File: src/rtl/aes_pkg.sv
// Shared types and constants for the AES-128 round controller.
package aes_pkg;

    localparam int unsigned AES_NUM_ROUNDS_128 = 10;
    localparam int unsigned ROUND_W            = 4;

    typedef enum logic [3:0] {
        StIdle,
        StLoad,
        StKey,
        StArk,
        StSubGo,
        StSubWait,
        StShift,
        StMix,
        StDone
    } ctrl_state_t;

endpackage

File: src/rtl/aes_round_ctrl_if.sv
// Control handshake bundle between command logic, round controller and datapath.
interface aes_round_ctrl_if;
    import aes_pkg::*;

    logic               start;
    logic               busy;
    logic               done;
    logic               error;
    logic [ROUND_W-1:0] round;
    logic               load_en;
    logic               sub_start;
    logic               sub_done;
    logic               shift_en;
    logic               mix_en;
    logic               key_req;
    logic [ROUND_W-1:0] key_round;
    logic               key_ack;
    logic               ark_en;

    // The environment side: command logic plus datapath responders.
    modport master (
        output start, sub_done, key_ack,
        input  busy, done, error, round, load_en, sub_start, shift_en, mix_en,
        input  key_req, key_round, ark_en
    );

    // The controller side.
    modport slave (
        input  start, sub_done, key_ack,
        output busy, done, error, round, load_en, sub_start, shift_en, mix_en,
        output key_req, key_round, ark_en
    );

endinterface

File: src/rtl/aes_watchdog.sv
// Saturating cycle watchdog: counts enabled cycles since the last clear.
module aes_watchdog #(
    parameter int unsigned LIMIT = 32
) (
    input  logic clk,
    input  logic rst,
    input  logic clear,
    input  logic enable,
    output logic expired
);

    localparam int unsigned CNT_W = $clog2(LIMIT + 1);
    localparam logic [CNT_W-1:0] MAX = CNT_W'(LIMIT);

    logic [CNT_W-1:0] count_q, count_d;

    always_ff @(posedge clk or posedge rst) begin
        if (rst) begin
            count_q <= '0;
        end else begin
            count_q <= count_d;
        end
    end

    always_comb begin
        count_d = count_q;
        if (clear) begin
            count_d = '0;
        end else if (enable && (count_q != MAX)) begin
            count_d = count_q + 1'b1;
        end
    end

    // High during the enabled cycle that brings the count to LIMIT, so the owner acts on that edge.
    assign expired = enable && !clear && (count_q >= (MAX - 1'b1));

endmodule

File: src/rtl/aes_round_ctrl.sv
// AES-128 round sequencer: drives per-step enables and key/SubBytes handshakes; holds no data.
module aes_round_ctrl
    import aes_pkg::*;
#(
    parameter int unsigned NUM_ROUNDS  = AES_NUM_ROUNDS_128,
    parameter int unsigned SUB_TIMEOUT = 32  // must be at least 2
) (
    input  logic             clk,
    input  logic             rst,
    aes_round_ctrl_if.slave  bus
);

    localparam logic [ROUND_W-1:0] LAST_ROUND = ROUND_W'(NUM_ROUNDS);

    ctrl_state_t        state_q, state_d;
    logic [ROUND_W-1:0] round_q, round_d;
    logic               error_q, error_d;
    logic               wd_clear, wd_enable, wd_expired;

    // A cycle where sub_done arrives never counts, so a simultaneous sub_done beats the timeout.
    assign wd_clear  = (state_q == StSubGo);
    assign wd_enable = (state_q == StSubWait) && !bus.sub_done;

    aes_watchdog #(
        .LIMIT (SUB_TIMEOUT)
    ) u_sub_watchdog (
        .clk     (clk),
        .rst     (rst),
        .clear   (wd_clear),
        .enable  (wd_enable),
        .expired (wd_expired)
    );

    always_ff @(posedge clk or posedge rst) begin
        if (rst) begin
            state_q <= StIdle;
            round_q <= '0;
            error_q <= 1'b0;
        end else begin
            state_q <= state_d;
            round_q <= round_d;
            error_q <= error_d;
        end
    end

    always_comb begin
        state_d = state_q;
        round_d = round_q;
        error_d = error_q;
        unique case (state_q)
            StIdle: begin
                if (bus.start) begin
                    state_d = StLoad;
                    round_d = '0;
                    error_d = 1'b0;
                end
            end
            StLoad: begin
                round_d = '0;
                state_d = StKey;
            end
            StKey: begin
                if (bus.key_ack) begin
                    state_d = StArk;
                end
            end
            StArk: begin
                if (round_q == LAST_ROUND) begin
                    state_d = StDone;
                end else begin
                    round_d = round_q + 1'b1;
                    state_d = StSubGo;
                end
            end
            StSubGo: begin
                state_d = StSubWait;
            end
            StSubWait: begin
                if (bus.sub_done) begin
                    state_d = StShift;
                end else if (wd_expired) begin
                    error_d = 1'b1;
                    round_d = '0;
                    state_d = StIdle;
                end
            end
            StShift: begin
                state_d = (round_q == LAST_ROUND) ? StKey : StMix;
            end
            StMix: begin
                state_d = StKey;
            end
            StDone: begin
                round_d = '0;
                state_d = StIdle;
            end
            default: begin
                round_d = '0;
                state_d = StIdle;
            end
        endcase
    end

    always_comb begin
        bus.busy      = 1'b1;
        bus.done      = 1'b0;
        bus.load_en   = 1'b0;
        bus.sub_start = 1'b0;
        bus.shift_en  = 1'b0;
        bus.mix_en    = 1'b0;
        bus.key_req   = 1'b0;
        bus.ark_en    = 1'b0;
        unique case (state_q)
            StIdle:    bus.busy      = 1'b0;
            StLoad:    bus.load_en   = 1'b1;
            StKey:     bus.key_req   = 1'b1;
            StArk:     bus.ark_en    = 1'b1;
            StSubGo:   bus.sub_start = 1'b1;
            StSubWait: bus.busy      = 1'b1;
            StShift:   bus.shift_en  = 1'b1;
            StMix:     bus.mix_en    = 1'b1;
            StDone:    bus.done      = 1'b1;
            default:   bus.busy      = 1'b0;
        endcase
    end

    assign bus.round     = round_q;
    assign bus.key_round = round_q;
    assign bus.error     = error_q;

endmodule

File: src/flat_wrapper.sv
// flat-port wrapper written by rule: the top's interface ports become plain ports
module aes_round_ctrl_flat import aes_pkg::*;
#(
    parameter int unsigned NUM_ROUNDS  = AES_NUM_ROUNDS_128,
    parameter int unsigned SUB_TIMEOUT = 32                       
)
  (clk, rst, bus_start, bus_sub_done, bus_key_ack, bus_busy, bus_done, bus_error, bus_round, bus_load_en, bus_sub_start, bus_shift_en, bus_mix_en, bus_key_req, bus_key_round, bus_ark_en);
  aes_round_ctrl_if bus_i ();
  input  logic clk;
  input  logic rst;
  input wire logic [$bits(bus_i.start)-1:0] bus_start;
  input wire logic [$bits(bus_i.sub_done)-1:0] bus_sub_done;
  input wire logic [$bits(bus_i.key_ack)-1:0] bus_key_ack;
  output wire logic [$bits(bus_i.busy)-1:0] bus_busy;
  output wire logic [$bits(bus_i.done)-1:0] bus_done;
  output wire logic [$bits(bus_i.error)-1:0] bus_error;
  output wire logic [$bits(bus_i.round)-1:0] bus_round;
  output wire logic [$bits(bus_i.load_en)-1:0] bus_load_en;
  output wire logic [$bits(bus_i.sub_start)-1:0] bus_sub_start;
  output wire logic [$bits(bus_i.shift_en)-1:0] bus_shift_en;
  output wire logic [$bits(bus_i.mix_en)-1:0] bus_mix_en;
  output wire logic [$bits(bus_i.key_req)-1:0] bus_key_req;
  output wire logic [$bits(bus_i.key_round)-1:0] bus_key_round;
  output wire logic [$bits(bus_i.ark_en)-1:0] bus_ark_en;
  assign bus_i.start = bus_start;
  assign bus_i.sub_done = bus_sub_done;
  assign bus_i.key_ack = bus_key_ack;
  assign bus_busy = bus_i.busy;
  assign bus_done = bus_i.done;
  assign bus_error = bus_i.error;
  assign bus_round = bus_i.round;
  assign bus_load_en = bus_i.load_en;
  assign bus_sub_start = bus_i.sub_start;
  assign bus_shift_en = bus_i.shift_en;
  assign bus_mix_en = bus_i.mix_en;
  assign bus_key_req = bus_i.key_req;
  assign bus_key_round = bus_i.key_round;
  assign bus_ark_en = bus_i.ark_en;
  aes_round_ctrl #(.NUM_ROUNDS(NUM_ROUNDS), .SUB_TIMEOUT(SUB_TIMEOUT)) u_core (.clk(clk), .rst(rst), .bus(bus_i));
endmodule
File: config.mk
export PLATFORM = sky130hd
export DESIGN_NAME = aes_round_ctrl_flat
export DESIGN_NICKNAME = d
export VERILOG_FILES = /design/src/rtl/aes_pkg.sv /design/src/rtl/aes_round_ctrl_if.sv /design/src/rtl/aes_watchdog.sv /design/src/rtl/aes_round_ctrl.sv /design/src/flat_wrapper.sv
export SDC_FILE = /design/constraint.sdc
export NUM_CORES = 1
export LEC_CHECK = 0
export CAP_MARGIN = 15
export CORE_AREA = 8 8 62 64
export CTS_BUF_LIST = sky130_fd_sc_hd__clkbuf_4 sky130_fd_sc_hd__clkbuf_8 sky130_fd_sc_hd__clkbuf_16
export DETAILED_ROUTE_END_ITERATION = 10
export DIE_AREA = 0 0 70 72
export SLEW_MARGIN = 5
export SYNTH_ARGS = -nofsm -noshare
export SYNTH_HDL_FRONTEND = slang
export SYNTH_HIERARCHICAL = 1
export SYNTH_SLANG_ARGS = --single-unit
File: constraint.sdc
create_clock -name clk -period 5 [get_ports clk]
set_input_delay 1 -clock clk [delete_from_list [all_inputs] [get_ports clk]]
set_output_delay 1 -clock clk [all_outputs]
set_load 0.1 [all_outputs]
==> flow_summary.ini, run 1 <==
[run_status]
outcome = complete, no violations

[worst_setup_path]
cp_slowest_stage_delay_ns = 1.14
critPathArrivalTime_ns = 2.63
crit_chain = nand2_1, or3_4, inv_1, clkdlybuf4s50_1
crit_type = reg2out
cp-start-kind = flop
crit_buf_inv = 2
crit_fanout = 12
critical-path-top-delay-family = buffers and inverters
crit_required_ns = 4.00
endpoint_kind = output pin
crit_slowest_cell = clkdlybuf4s50_1

[worst_hold_path]
min_path_type = reg2reg

[timing]
fin_ws_ns = 1.37
relSlewSlack = 0.348
setup_tns_ns = 0
layout_min_cycle_time_ns = 3.63
tightest_slew_ns = 0.976
finalClockSkew_ns = 0.00683
min_period_over_period = 0.726
finalMaxSlewViolations = 0
setup_viol = 0
finalHoldViolCount = 0
timing.fmax_mhz = 275
rsz0062_at_grt = no

[floorplan]
fp.dieH_um = 72
io_pins = 22
core_area_um2 = 2900
start_util = 0.369
die_w_um = 70
row_count = 20
die_area_um2 = 5040

[yosys]
yosysTopAreaCellShare = 0.351
synth.distinct_cells = 44
syn-num-nets = 129
netlist_top_cells_area = dfrtp_1, ha_1, inv_1
avgSynthCellArea_um2 = 8.91
yosysWarnings = 6
synth_flop_cell = dfrtp_1
synth_edf_count = 0
ys_seq_area_frac = 0.351
synthCells = 120
async_flop_share = 1.00
ys_seq_elements = 15
netlist_area_um2 = 1070
synth.largest_area_cell = dfrtp_1

[clock_tree]
cts_root_buffer = clkbuf_4
htreeDepth = 1
cts_buffers = 3
path_clk_slew_ns = 0.09
cts_setup_buffers = 0
cts-resized-gates = 0
clock_latency_ns = 0.29
tritoncts = yes
hold_buffers = 0
ctsLongestPathBuffers = 2
clock_sinks = 15

[job]
max_cap_viol_count = 0

[global_routing]
antenna_found_initial = 0
grt_max_degree = 14
overflow = 0
first_global_vias = 911
grtUsageTotal = 0.0939
grt_pass1_wl_mm = 4.08

[cells_and_area]
final_common_cell = clkdlybuf4s50_1
drive_above_1_share = 0.0735
most-common-layout-cells = clkdlybuf4s50_1, dfrtp_1, nand2_1, inv_1, nor2_1
synthToLayoutAreaGrowth_pct = 20.7
nets = 146
antenna_cells = 0
fillers = 285
utilization = 0.445

[routing]
drt-pass1-iter-count = 4
via_per_inst = 5.40
antenna_left = 0
drc_errors = 0
initialDrtViolationCount = 35
num_vias = 912
drt-total-wl_mm = 2.42
wl_per_cell_um = 14.3

[place]
dp_hpwl_mm = 1.83
gp_congestion = 0.836
pre_cts_ws_ns = 1.68
port_buffers = 21
-- sequential cells by signal, indices dropped and copies added, names as in the netlist --
name,cells
u_core/bus.error,1
u_core/bus.key_round,4
u_core/state_q,4
u_core/u_sub_watchdog/count_q,6
-- worst reg2reg max path, cell delays in order, from the launching register on --
cell	delay, ns
dfrtp_1	0.57
nor3b_1	0.29
and3b_1	0.46
nor3b_1	0.48
nand2_1	0.10
nand2_1	0.10
nand2_1	0.07
a221o_2	0.38
-- routing by layer --
layer  wire length [µm]  global-route usage
met1               1060               0.106
met2               1290               0.173
met3                 67              0.0286
met4                  0              0.0134
met5                  0                   0
-- per-stage QoR --
step                      instance area [µm²]  hold WS (ns)  cells
after floorplan                          1070         0.531    120
after global placement                   1260         0.570    165
after detailed placement                 1260         0.578    165
after CTS                                1290         0.596    169
after global routing                     1290         0.613    169
final                                    1290         0.593    169
-- cell usage after synthesis (all sizes together) (3+ instances only) --
master,instances
nand2b,4
ha,4
inv,11
dfrtp,15
buf,9
nor3,6
nand2,11
nor3b,5
o21ai,3
nor2,9
nor2b,4
a21oi,4
-- layout make-up --
cell class	instances	area, µm²	area share
tap	33	41.3	0.0320
inverter	11	41.3	0.0320
clock inverter	1	5.00	0.00388
sequential	15	375	0.291
multi-input combinational	84	588	0.455
timing repair buffer	22	218	0.169
clock buffer	3	22.5	0.0174
-- final timing paths --
check                                            startpoint                                to  slack, ns  cells after the start
min                        u_core/u_sub_watchdog/count_q[5]  u_core/u_sub_watchdog/count_q[5]       0.59                      2
max                                       u_core/state_q[1]                        bus_ark_en       1.37                      4
min reg2reg                u_core/u_sub_watchdog/count_q[5]  u_core/u_sub_watchdog/count_q[5]       0.59                      2
max reg2reg                               u_core/state_q[2]           u_core/bus.key_round[2]       2.44                      7
max in group asynchronous                               rst                 u_core/state_q[1]       3.73                      2
min in group asynchronous                               rst  u_core/u_sub_watchdog/count_q[0]       0.95                      2
-- cell families (layout without fill, tap and decap cells) --
logic type	after synthesis	after routing	share of synthesized area
and+or+nand+nor	54	54	0.303
AOI/OAI and AO/OA	23	23	0.175
buffers and inverters	21	37	0.0994
DFF	15	15	0.351
adders and majority gates	4	4	0.0468
xor gates and xnor gates	3	3	0.0246
Power of run 1 is not shown: default switching activity piles up to over one toggle a cycle in this logic, so the estimate is an artifact.
==> run 2, diff against run 1 <==
==> constraint.sdc (replaced) <==
create_clock -name clk -period 3.5 [get_ports clk]
set_input_delay 0.7 -clock clk [delete_from_list [all_inputs] [get_ports clk]]
set_output_delay 0.7 -clock clk [all_outputs]
set_load 0.1 [all_outputs]
==> run 2 against run 1 <==
  * Critical path depth decreased by 3
  * Non-clock buffer count unchanged
  * Final area decreased by 2.2%
  * Final cell count unchanged
  * Hold slack improved by 0.0094 ns
  * Via count decreased by 4.6%
  * Sequential share of layout area increased by 0.66 points
  * Core utilization decreased by 0.99 points
  * Critical path type unchanged
  * First-iteration DRC count increased to 2.5 times the previous value
  * Routed wire length decreased by 4.3%
  * Clock-buffer cell count unchanged
  * Clock skew increased by 0.0032 ns
==> flow_summary.ini, run 2 (synthesis results as in run 1) <==
[run_status]
outcome = complete, no violations

[timing]
layout_min_cycle_time_ns = 2.52
setup_viol = 0
min_period_over_period = 0.721
timing.fmax_mhz = 396
finalHoldViolCount = 0
finalClockSkew_ns = 0.00998
finalMaxSlewViolations = 0
setup_tns_ns = 0
hold_slack_ns = 0.602
rsz0062_at_grt = no
relSlewSlack = 0.354
tightest_slew_ns = 0.966

[cells_and_area]
largest_reg_flops = 6
most-common-layout-cells = buf_4, dfrtp_1, nand2_1, inv_1, nor2_1
antenna_cells = 0
synthToLayoutAreaGrowth_pct = 18.0
drive_above_1_share = 0.206
final_common_cell = buf_4
regMostFlops = u_core/u_sub_watchdog/count_q
nets = 146
fin_area_um2 = 1260
fillers = 295

[floorplan]
row_count = 20
die_area_um2 = 5040
io_pins = 22
start_util = 0.369
fp.dieH_um = 72
core_area_um2 = 2900
die_w_um = 70

[job]
max_cap_viol_count = 0

[routing]
antenna_left = 0
drc_errors = 0
wl_per_cell_um = 13.7
via_per_inst = 5.15
drt-pass1-iter-count = 4
num_vias = 870
initialDrtViolationCount = 88
drt-total-wl_mm = 2.32

[worst_setup_path]
critical-path-top-delay-family = buffers and inverters
cp-start-kind = flop
r2r-start = u_core/state_q[2]
worstSetupStartpoint = u_core/bus.error
crit_required_ns = 2.80
crit_type = reg2out
crit_fanout = 3
crit_buf_inv = 1
cp_slowest_stage_delay_ns = 1.15
crit_slowest_cell = clkdlybuf4s50_1
endpoint_kind = output pin
crit_chain = clkdlybuf4s50_1
critPathArrivalTime_ns = 1.82

[global_routing]
antenna_found_initial = 0
grt_max_degree = 14
overflow = 0
grt_pass1_wl_mm = 3.87
grtUsageTotal = 0.0925
first_global_vias = 875

[clock_tree]
tritoncts = yes
ctsLongestPathBuffers = 2
clock_latency_ns = 0.28
clock_sinks = 15
htreeDepth = 1
cts-resized-gates = 0
path_clk_slew_ns = 0.10
cts_root_buffer = clkbuf_4
cts_setup_buffers = 0
cts_buffers = 3
hold_buffers = 0

[place]
placed_cell_area_um2 = 1230
gp_congestion = 0.744
dp_hpwl_mm = 1.81
port_buffers = 21

[worst_hold_path]
min_path_type = reg2reg
hp-start = u_core/bus.error
==> run 2: cell count changes in the layout (fill, tap and decap cells not counted) <==
cell | before | now
buf_4 | 1 | 17
clkdlybuf4s50_1 | 21 | 5
nor3_1 | 6 | 5
nor3_2 | 0 | 1
nor4b_1 | 2 | 1
nor4b_2 | 0 | 1
==> run 2: worst paths after layout <==
| kind | to | slack [ns] | cells past startpoint |
|---|---|---|---|
| setup / recovery | bus_error | 0.98 | 1 |
| hold / removal | u_core/bus.error | 0.60 | 2 |
| setup reg to reg | u_core/bus.key_round[2] | 1.06 | 7 |
| hold reg to reg | u_core/bus.error | 0.60 | 2 |
| max in group asynchronous | u_core/state_q[0] | 2.50 | 2 |
| min in group asynchronous | u_core/u_sub_watchdog/count_q[4] | 0.65 | 2 |
==> run 2: area by class of cell <==
type,instances,area [µm²],share of cell area
inverter,11,41.3,0.0327
clock buffer,3,22.5,0.0178
clock inverter,1,5.00,0.00396
multi-input combinational,84,599,0.475
timing repair buffer,22,178,0.141
tap,33,41.3,0.0327
sequential,15,375,0.297
==> run 2: routing by layer <==
layer  track usage  routed length, µm
met2         0.157               1140
met1         0.100               1080
met5             0                  0
met3        0.0355                 85
met4        0.0402                 19
==> run 2: stage by stage <==
step / instances / util / setup slack [ns]
after floorplan: 120 / - / 0.0908
after CTS: 169 / 0.435 / 0.947
after global routing: 169 / 0.435 / 0.804
final: 169 / 0.435 / 0.978
after global placement: 165 / 0.425 / 0.819
after detailed placement: 165 / 0.425 / 0.729
Power of run 2 is left out for the same reason.
==> run 3, diff against run 2 <==
==> constraint.sdc (replaced) <==
create_clock -name clk -period 2.6 [get_ports clk]
set_input_delay 0.52 -clock clk [delete_from_list [all_inputs] [get_ports clk]]
set_output_delay 0.52 -clock clk [all_outputs]
set_load 0.1 [all_outputs]
==> run 3 against run 2 <==
  * Die area is the same
  * Hold slack lost 0.13 ns
  * Final area grew 6.6%
  * Routed wire length grew 7.5%
  * Sequential cell count is the same
  * First-iteration DRC count shrank 34%
  * Critical path depth grew 3
  * Core utilization grew 2.9 points
  * Worst setup slack lost 0.71 ns
  * Non-clock buffer count grew 2
  * Highest routed layer is now met3
==> flow_summary.ini, run 3 (synthesis results as in run 1) <==
[timing]
layout_min_cycle_time_ns = 2.34
finalHoldViolCount = 0
relSlewSlack = 0.644
finalMaxSlewViolations = 0
fin_ws_ns = 0.263
timing.fmax_mhz = 428
setup_viol = 0
rsz0062_at_grt = no
finalClockSkew_ns = 0.00241
tightest_slew_ns = 0.532
min_period_over_period = 0.899

[cells_and_area]
antenna_cells = 0
utilization = 0.464
ff_latch_area_um2 = 375
fin_area_um2 = 1350
regMostFlops = u_core/u_sub_watchdog/count_q
drive_above_1_share = 0.239
largest_reg_flops = 6
most-common-layout-cells = buf_4, dfrtp_1, nand2_1, inv_1, nor2_1
synthToLayoutAreaGrowth_pct = 25.8
fillers = 295
final_common_cell = buf_4
stdcell_count = 171
nets = 148
multi_input_area_um2 = 618

[clock_tree]
clock_latency_ns = 0.28
cts_setup_buffers = 0
cts_root_buffer = clkbuf_4
cts-resized-gates = 0
path_clk_slew_ns = 0.09
clock_sinks = 15
ctsLongestPathBuffers = 2
tritoncts = yes
cts_buffers = 3
hold_buffers = 0
htreeDepth = 1

[routing]
drc_errors = 0
antenna_left = 0
drt-total-wl_mm = 2.49
num_vias = 918
wl_per_cell_um = 14.6
initialDrtViolationCount = 58
via_per_inst = 5.37
drt-pass1-iter-count = 4

[floorplan]
row_count = 20
die_area_um2 = 5040
fp.dieH_um = 72
start_util = 0.369
io_pins = 22
die_w_um = 70
core_area_um2 = 2900

[worst_setup_path]
cp_slowest_stage_delay_ns = 0.62
crit_chain = nand2_1, or3_4, inv_1, buf_12
crit_slowest_cell = dfrtp_1
crit_type = reg2out
critPathArrivalTime_ns = 1.82
crit_fanout = 12
cp-start-kind = flop
endpoint_kind = output pin
crit_buf_inv = 2
critical-path-top-delay-family = flip-flops
crit_required_ns = 2.08

[worst_hold_path]
min_path_type = in2async

[global_routing]
overflow = 0
grtUsageTotal = 0.101
grt_max_degree = 14
first_global_vias = 962
antenna_found_initial = 0
grt_pass1_wl_mm = 4.26

[job]
max_cap_viol_count = 0

[place]
pre_cts_ws_ns = 0.282
placed_cell_area_um2 = 1320
gp_congestion = 0.814
dp_hpwl_mm = 2.00
place_inst = 167
port_buffers = 21

[run_status]
outcome = complete, no violations
## run 3: per-layer routing
metal,GRT usage,up-vias,wire (µm)
met5,0,-,0
met4,0.0156,0,0
met3,0.0368,0,104
met2,0.186,14,1340
met1,0.109,445,1050
li1,-,459,-
## run 3: worst paths after layout
check | startpoint | to | slack [ns] | depth (start not counted)
hold reg to reg | u_core/u_sub_watchdog/count_q[5] | u_core/u_sub_watchdog/count_q[5] | 0.60 | 2
setup / recovery | u_core/state_q[1] | bus_ark_en | 0.26 | 4
hold / removal | rst | u_core/u_sub_watchdog/count_q[5] | 0.48 | 2
max in group asynchronous | rst | u_core/bus.key_round[0] | 1.82 | 2
setup reg to reg | u_core/state_q[1] | u_core/bus.key_round[2] | 0.49 | 7
min in group clk | u_core/u_sub_watchdog/count_q[5] | u_core/u_sub_watchdog/count_q[5] | 0.60 | 2
## run 3: worst reg2reg max path: stages (launching register included)
cell and delay [ns]:
dfrtp_1 0.54, nor3b_1 0.27, and3b_1 0.22, nor3b_1 0.33, nand2_1 0.09, nand2_1 0.10, nand2_1 0.08, a221o_2 0.38
## run 3: area by class of cell
type	instances	area share
Clock buffer	4	0.0223
Inverter	11	0.0307
Multi-Input combinational cell	84	0.459
Sequential cell	15	0.279
Tap cell	33	0.0307
Timing Repair Buffer	24	0.178
## run 3: metrics by stage
stage / hold slack, ns / setup TNS, ns
floorplan: 0.311 / -0.204
global placement: 0.569 / 0
detailed placement: 0.593 / 0
CTS: 0.481 / 0
global route: 0.486 / 0
finish: 0.477 / 0
Power of run 3 is left out for the same reason.
